[src/rtl/pbs_pkg.sv]
// Shared types and constants for the PBS battle engine and its helpers.
package pbs_pkg;

  typedef enum logic [3:0] {
    ST_P_LOAD  = 4'd0,
    ST_P_CALC  = 4'd1,
    ST_P_APPLY = 4'd2,
    ST_A_LOAD  = 4'd3,
    ST_A_CALC  = 4'd4,
    ST_A_APPLY = 4'd5,
    ST_VICTORY = 4'd6,
    ST_LOSS    = 4'd7,
    ST_DRAW    = 4'd8
  } pbs_state_t;

  localparam int unsigned PBS_MIN_DMG = 1;

endpackage

[src/rtl/pbs_edge_detect.sv]
// Registers a level input and produces a one-cycle pulse on its rising edge.
module pbs_edge_detect (
  input  logic clk,
  input  logic reset_n,
  input  logic d,
  output logic rise_c
);

  logic d_q;

  always_ff @(posedge clk) begin
    if (!reset_n) d_q <= 1'b0;
    else          d_q <= d;
  end

  assign rise_c = d & ~d_q;

endmodule

[src/rtl/pbs_battle_engine.sv]
// Turn-based battle controller: alternating player/AI turns, HP bookkeeping,
// draw limit and restart from the end states.
module pbs_battle_engine
  import pbs_pkg::*;
#(
  parameter int unsigned HP_W      = 8,
  parameter int unsigned POW_W     = 4,
  parameter int unsigned HP_INIT   = 100,
  parameter int unsigned MAX_TURNS = 32,
  parameter int unsigned TURN_W    = 6
) (
  input  logic              clk,
  input  logic              reset_n,
  input  logic              go,
  input  logic [POW_W-1:0]  move_in,
  input  logic [POW_W-1:0]  def_p,
  input  logic [POW_W-1:0]  def_a,
  output logic [HP_W-1:0]   p_hp,
  output logic [HP_W-1:0]   a_hp,
  output logic [POW_W-1:0]  dmg,
  output logic [TURN_W-1:0] turn,
  output logic [3:0]        phase,
  output logic              victory,
  output logic              loss,
  output logic              draw
);

  localparam logic [HP_W-1:0]   HP_START  = HP_W'(HP_INIT);
  localparam logic [POW_W-1:0]  MIN_DMG   = POW_W'(PBS_MIN_DMG);
  localparam logic [TURN_W-1:0] TURN_LIM  = TURN_W'(MAX_TURNS);
  localparam bit                HAS_LIMIT = (MAX_TURNS != 0);

  pbs_state_t        state_q, state_d;
  logic [POW_W-1:0]  mv, mv_d, dmg_d;
  logic [HP_W-1:0]   p_hp_d, a_hp_d;
  logic [TURN_W-1:0] turn_d;
  logic              victory_d, loss_d, draw_d;
  logic              go_rise;

  logic [POW_W-1:0]  dmg_on_ai_c, dmg_on_player_c;
  logic [HP_W-1:0]   dmg_ext, a_hp_hit, p_hp_hit;
  logic [TURN_W-1:0] turn_inc;
  logic              draw_hit;

  pbs_edge_detect u_go_edge (
    .clk     (clk),
    .reset_n (reset_n),
    .d       (go),
    .rise_c  (go_rise)
  );

  // Damage and saturating HP arithmetic, all unsigned.
  assign dmg_on_ai_c     = (mv > def_a) ? mv - def_a : MIN_DMG;
  assign dmg_on_player_c = (mv > def_p) ? mv - def_p : MIN_DMG;
  assign dmg_ext         = HP_W'(dmg);
  assign a_hp_hit        = (a_hp > dmg_ext) ? a_hp - dmg_ext : '0;
  assign p_hp_hit        = (p_hp > dmg_ext) ? p_hp - dmg_ext : '0;
  assign turn_inc        = turn + TURN_W'(1);
  assign draw_hit        = HAS_LIMIT && (turn_inc == TURN_LIM);

  always_ff @(posedge clk) begin
    if (!reset_n) begin
      state_q <= ST_P_LOAD;
      mv      <= '0;
      dmg     <= '0;
      p_hp    <= HP_START;
      a_hp    <= HP_START;
      turn    <= '0;
      victory <= 1'b0;
      loss    <= 1'b0;
      draw    <= 1'b0;
    end else begin
      state_q <= state_d;
      mv      <= mv_d;
      dmg     <= dmg_d;
      p_hp    <= p_hp_d;
      a_hp    <= a_hp_d;
      turn    <= turn_d;
      victory <= victory_d;
      loss    <= loss_d;
      draw    <= draw_d;
    end
  end

  assign phase = state_q;

  always_comb begin
    state_d = state_q;
    mv_d    = mv;
    dmg_d   = dmg;
    p_hp_d  = p_hp;
    a_hp_d  = a_hp;
    turn_d  = turn;

    case (state_q)
      ST_P_LOAD: if (go_rise) begin
        mv_d    = move_in;
        state_d = ST_P_CALC;
      end
      ST_P_CALC: if (go_rise) begin
        dmg_d   = dmg_on_ai_c;
        state_d = ST_P_APPLY;
      end
      ST_P_APPLY: if (go_rise) begin
        a_hp_d  = a_hp_hit;
        state_d = (a_hp_hit == '0) ? ST_VICTORY : ST_A_LOAD;
      end
      ST_A_LOAD: if (go_rise) begin
        mv_d    = move_in;
        state_d = ST_A_CALC;
      end
      ST_A_CALC: if (go_rise) begin
        dmg_d   = dmg_on_player_c;
        state_d = ST_A_APPLY;
      end
      // A knockout ends the round before the turn counter or draw limit apply.
      ST_A_APPLY: if (go_rise) begin
        p_hp_d = p_hp_hit;
        if (p_hp_hit == '0) begin
          state_d = ST_LOSS;
        end else begin
          turn_d  = turn_inc;
          state_d = draw_hit ? ST_DRAW : ST_P_LOAD;
        end
      end
      ST_VICTORY, ST_LOSS, ST_DRAW: if (go_rise) begin
        p_hp_d  = HP_START;
        a_hp_d  = HP_START;
        turn_d  = '0;
        dmg_d   = '0;
        mv_d    = '0;
        state_d = ST_P_LOAD;
      end
      default: state_d = ST_P_LOAD;
    endcase

    victory_d = (state_d == ST_VICTORY);
    loss_d    = (state_d == ST_LOSS);
    draw_d    = (state_d == ST_DRAW);
  end

endmodule

[config.mk]
export PLATFORM = sky130hd
export DESIGN_NAME = pbs_battle_engine
export DESIGN_NICKNAME = d
export VERILOG_FILES = /design/src/rtl/pbs_pkg.sv /design/src/rtl/pbs_edge_detect.sv /design/src/rtl/pbs_battle_engine.sv
export SDC_FILE = /design/constraint.sdc
export NUM_CORES = 1
export LEC_CHECK = 0
export BUFFER_PORTS_ARGS = -buffer_cell sky130_fd_sc_hd__buf_2
export CORE_MARGIN = 10
export CORE_UTILIZATION = 25
export DETAILED_ROUTE_END_ITERATION = 10
export PLACE_DENSITY = 0.45
export SLEW_MARGIN = 30
export SYNTH_ARGS = -nofsm -noshare
export SYNTH_HDL_FRONTEND = slang
export SYNTH_HIERARCHICAL = 1
export SYNTH_SLANG_ARGS = --single-unit
[constraint.sdc]
create_clock -name clk -period 3.2 [get_ports clk]
set_input_delay 0.64 -clock clk [delete_from_list [all_inputs] [get_ports clk]]
set_output_delay 0.64 -clock clk [all_outputs]
set_load 0.01 [all_outputs]
==> results.py <==
metrics = {
    "status": {
        "status": "complete, no violations",
    },
    "clock_network": {
        "cts_sinks": 38,
        "cts.path.max_buffers": 2,
        "clockRootBuffer": "clkbuf_8",
        "h-tree-depth": 2,
        "clk_pin_slew_ps": 90,
        "cts_setup_buffers": 0,
        "cts_tree": "built",
        "post_cts_resized": 0,
        "hold_buffers": 0,
        "clock_latency_ps": 300,
        "cts_buffers": 5,
    },
    "critical_path": {
        "worstPathRequired_ps": 3430,
        "reg2reg_from": "dmg[1]$_SDFFE_PN0P_",
        "cp_max_fo": 5,
        "startpoint": "dmg[1]$_SDFFE_PN0P_",
        "start_kind": "flop",
        "worstPathArrival_ps": 3140,
        "slowest_stage": "or4b_4",
        "max_stage_delay_ps": 510,
        "path_buf_inv": 1,
        "cp_top_family": "compound AO/OA/AOI/OAI gates",
        "critPathKind": "reg2reg",
        "setup.worst_path.end_class": "flop",
        "cp_cell_sequence": "inv_1, ha_1, and2b_1, o221ai_1, nand3_1, xor2_1, or4b_4, a221o_1, a211oi_2",
    },
    "sta": {
        "fmax_mhz": 344,
        "drv_slew": 0,
        "holdWs_ps": 540,
        "finalHoldViolations": 0,
        "worst_pin_slew_ps": 549,
        "fin_crit_ps": 2910,
        "setup_tns_ps": 0,
        "maxSlewHeadroom_pct": 63.1,
        "rsz0062_at_grt": "no",
        "setup_viol": 0,
        "fin_crit_sh_pct": 90.9,
        "clock_skew_ps": 7.22,
    },
    "global_route": {
        "antenna_found_initial": 0,
        "grt_max_degree": 18,
        "track_usage_pct": 10.5,
        "grt_pass1_vias": 2568,
        "grt_pass1_wl_um": 13700,
        "overflow": 0,
    },
    "synthesis": {
        "synth_flop_cell": "dfxtp_1",
        "synth_area_leader_cell": "dfxtp_1",
        "ys_warn_count": 6,
        "ys_top_cells_by_area": "dfxtp_1 28%, ha_1 8.2%, nor2_1 5.2%, nand2_1 4.8%, a21oi_1 4.4%",
        "synth_edf_count": 0,
        "syn_nets": 393,
        "synth_area_um2": 2740,
        "synth_area_per_cell_um2": 7.68,
        "ys_seq_elements": 38,
        "netlist-cell-type-count": 60,
        "netlist_top_cells_count": "38 x dfxtp_1, 38 x nor2_1, 35 x nand2_1",
        "async_flop_share_pct": 0,
        "synthCells": 356,
        "seq_area_frac_synth_pct": 27.8,
        "synth_top_area_share_pct": 27.8,
    },
    "floorplan": {
        "start_util_pct": 25.3,
        "dieHeight_um": 125,
        "dieArea_um2": 15500,
        "pin_count": 48,
        "core-area_um2": 10800,
        "rows": 38,
        "die_w_um": 125,
    },
    "drt": {
        "drt_iter0_drc": 360,
        "wl_per_cell_um": 15.5,
        "vias": 2669,
        "drc": 0,
        "drtPass1Iterations": 5,
        "routed_wl_um": 8420,
        "viasPerCell": 4.92,
        "drtAntennaViolNets": 0,
    },
    "place": {
        "hpwl_um": 6600,
        "port_buffers": 47,
        "gp_congestion": 0.837,
        "post_dp_cell_area_um2": 3120,
        "dp_cells": 534,
    },
    "power": {
        "power.density_nw_per_um2": 405,
        "ir_worst_vdd_uv": 159,
        "power_leakage_nw": 1.33,
        "power_mw": 1.32,
    },
    "layout": {
        "finalNetCount": 438,
        "fillers": 1197,
        "layout-drive-gt1-share_pct": 18.2,
        "design_area_um2": 3260,
        "instances_no_fill": 542,
        "n_antenna_cell": 0,
        "area_delta_synth_final_pct": 19.2,
    },
    "job": {
        "drv_cap": 0,
    },
    "hold_path": {
        "hp-class": "reg2reg",
        "worstHoldStart": "p_hp[0]$_SDFFE_PN0P_",
    },
}
-- worst register-to-register path, stage by stage (launching register included) --
cell      delay (ps)
dfxtp_1          450
inv_1            140
ha_1             310
and2b_1          180
o221ai_1         380
nand3_1          170
xor2_1           190
or4b_4           510
a221o_1          320
a211oi_2         190
-- report_power, final --
part | total (mW) | internal [mW] | switching, mW
Clock | 0.532 | 0.333 | 0.198
Combinational | 0.277 | 0.116 | 0.161
Sequential | 0.511 | 0.487 | 0.0236
Total | 1.32 | 0.936 | 0.383
-- flip-flops by register name, summed over array words and instances (netlist names) --
name	flops
a_hp	8
dmg	4
draw	1
loss	1
mv	4
p_hp	8
phase	4
turn	6
u_go_edge/d_q	1
victory	1
-- layout by cell type (no fill, tap or decap), types with 3 or more instances in the layout --
cell / n
a211oi_1: 6
a21o_1: 5
a21oi_1: 24
a221oi_1: 4
a2bb2oi_1: 3
and2_1: 10
buf_2: 47
buf_4: 3
clkbuf_8: 6
dfxtp_1: 38
fa_1: 4
ha_1: 18
inv_1: 26
nand2_1: 35
nand2b_1: 9
nand3_1: 12
nand4_1: 3
nor2_1: 38
nor2b_1: 6
nor3_1: 10
nor4_1: 4
nor4b_1: 3
o211ai_1: 5
o21ai_0: 15
o21ai_1: 4
o22ai_1: 8
or2_2: 3
xnor2_1: 5
xor2_1: 5
-- layout make-up --
class / count / area, µm² / share of cell area (%)
Clock buffer: 6 / 82.6 / 2.53
Clock inverter: 2 / 60.1 / 1.84
Inverter: 26 / 97.6 / 2.99
Multi-Input combinational cell: 280 / 1830 / 56.0
Sequential cell: 38 / 761 / 23.3
Tap cell: 140 / 175 / 5.37
Timing Repair Buffer: 50 / 258 / 7.90
-- routing by layer --
| layer | vias up | track usage, % | routed length (µm) |
|---|---|---|---|
| met5 | - | 0 | 0 |
| met4 | 0 | 2.60 | 66 |
| met3 | 5 | 2.89 | 435 |
| met2 | 52 | 17.0 | 3970 |
| met1 | 1246 | 13.5 | 3950 |
| li1 | 1366 | - | - |
-- cells by family after synthesis --
logic type | count (synthesis) | share of synthesized area (%)
compound gates | 100 | 24.6
xor+xnor | 10 | 3.20
fa+ha+maj | 22 | 11.2
buf+inv | 38 | 5.40
flops | 38 | 27.8
mux | 1 | 0.366
simple gates | 147 | 27.4
-- final timing paths --
check,end,slack (ps),depth (start not counted)
worst max register to register,victory$_SDFF_PN0_,290,9
worst min-delay path,p_hp[0]$_SDFFE_PN0P_,540,2
worst min register to register,p_hp[0]$_SDFFE_PN0P_,540,2
worst max-delay path,victory$_SDFF_PN0_,290,9
-- stage by stage --
stage	setup WS, ps	util (%)
3_5_place_dp	282	28.9
5_1_grt	34.4	30.2
4_1_cts	239	30.2
6_report	292	30.2
2_1_floorplan	472	-
3_3_place_gp	264	28.9
Note: power is estimated with default switching activity, not from simulation.
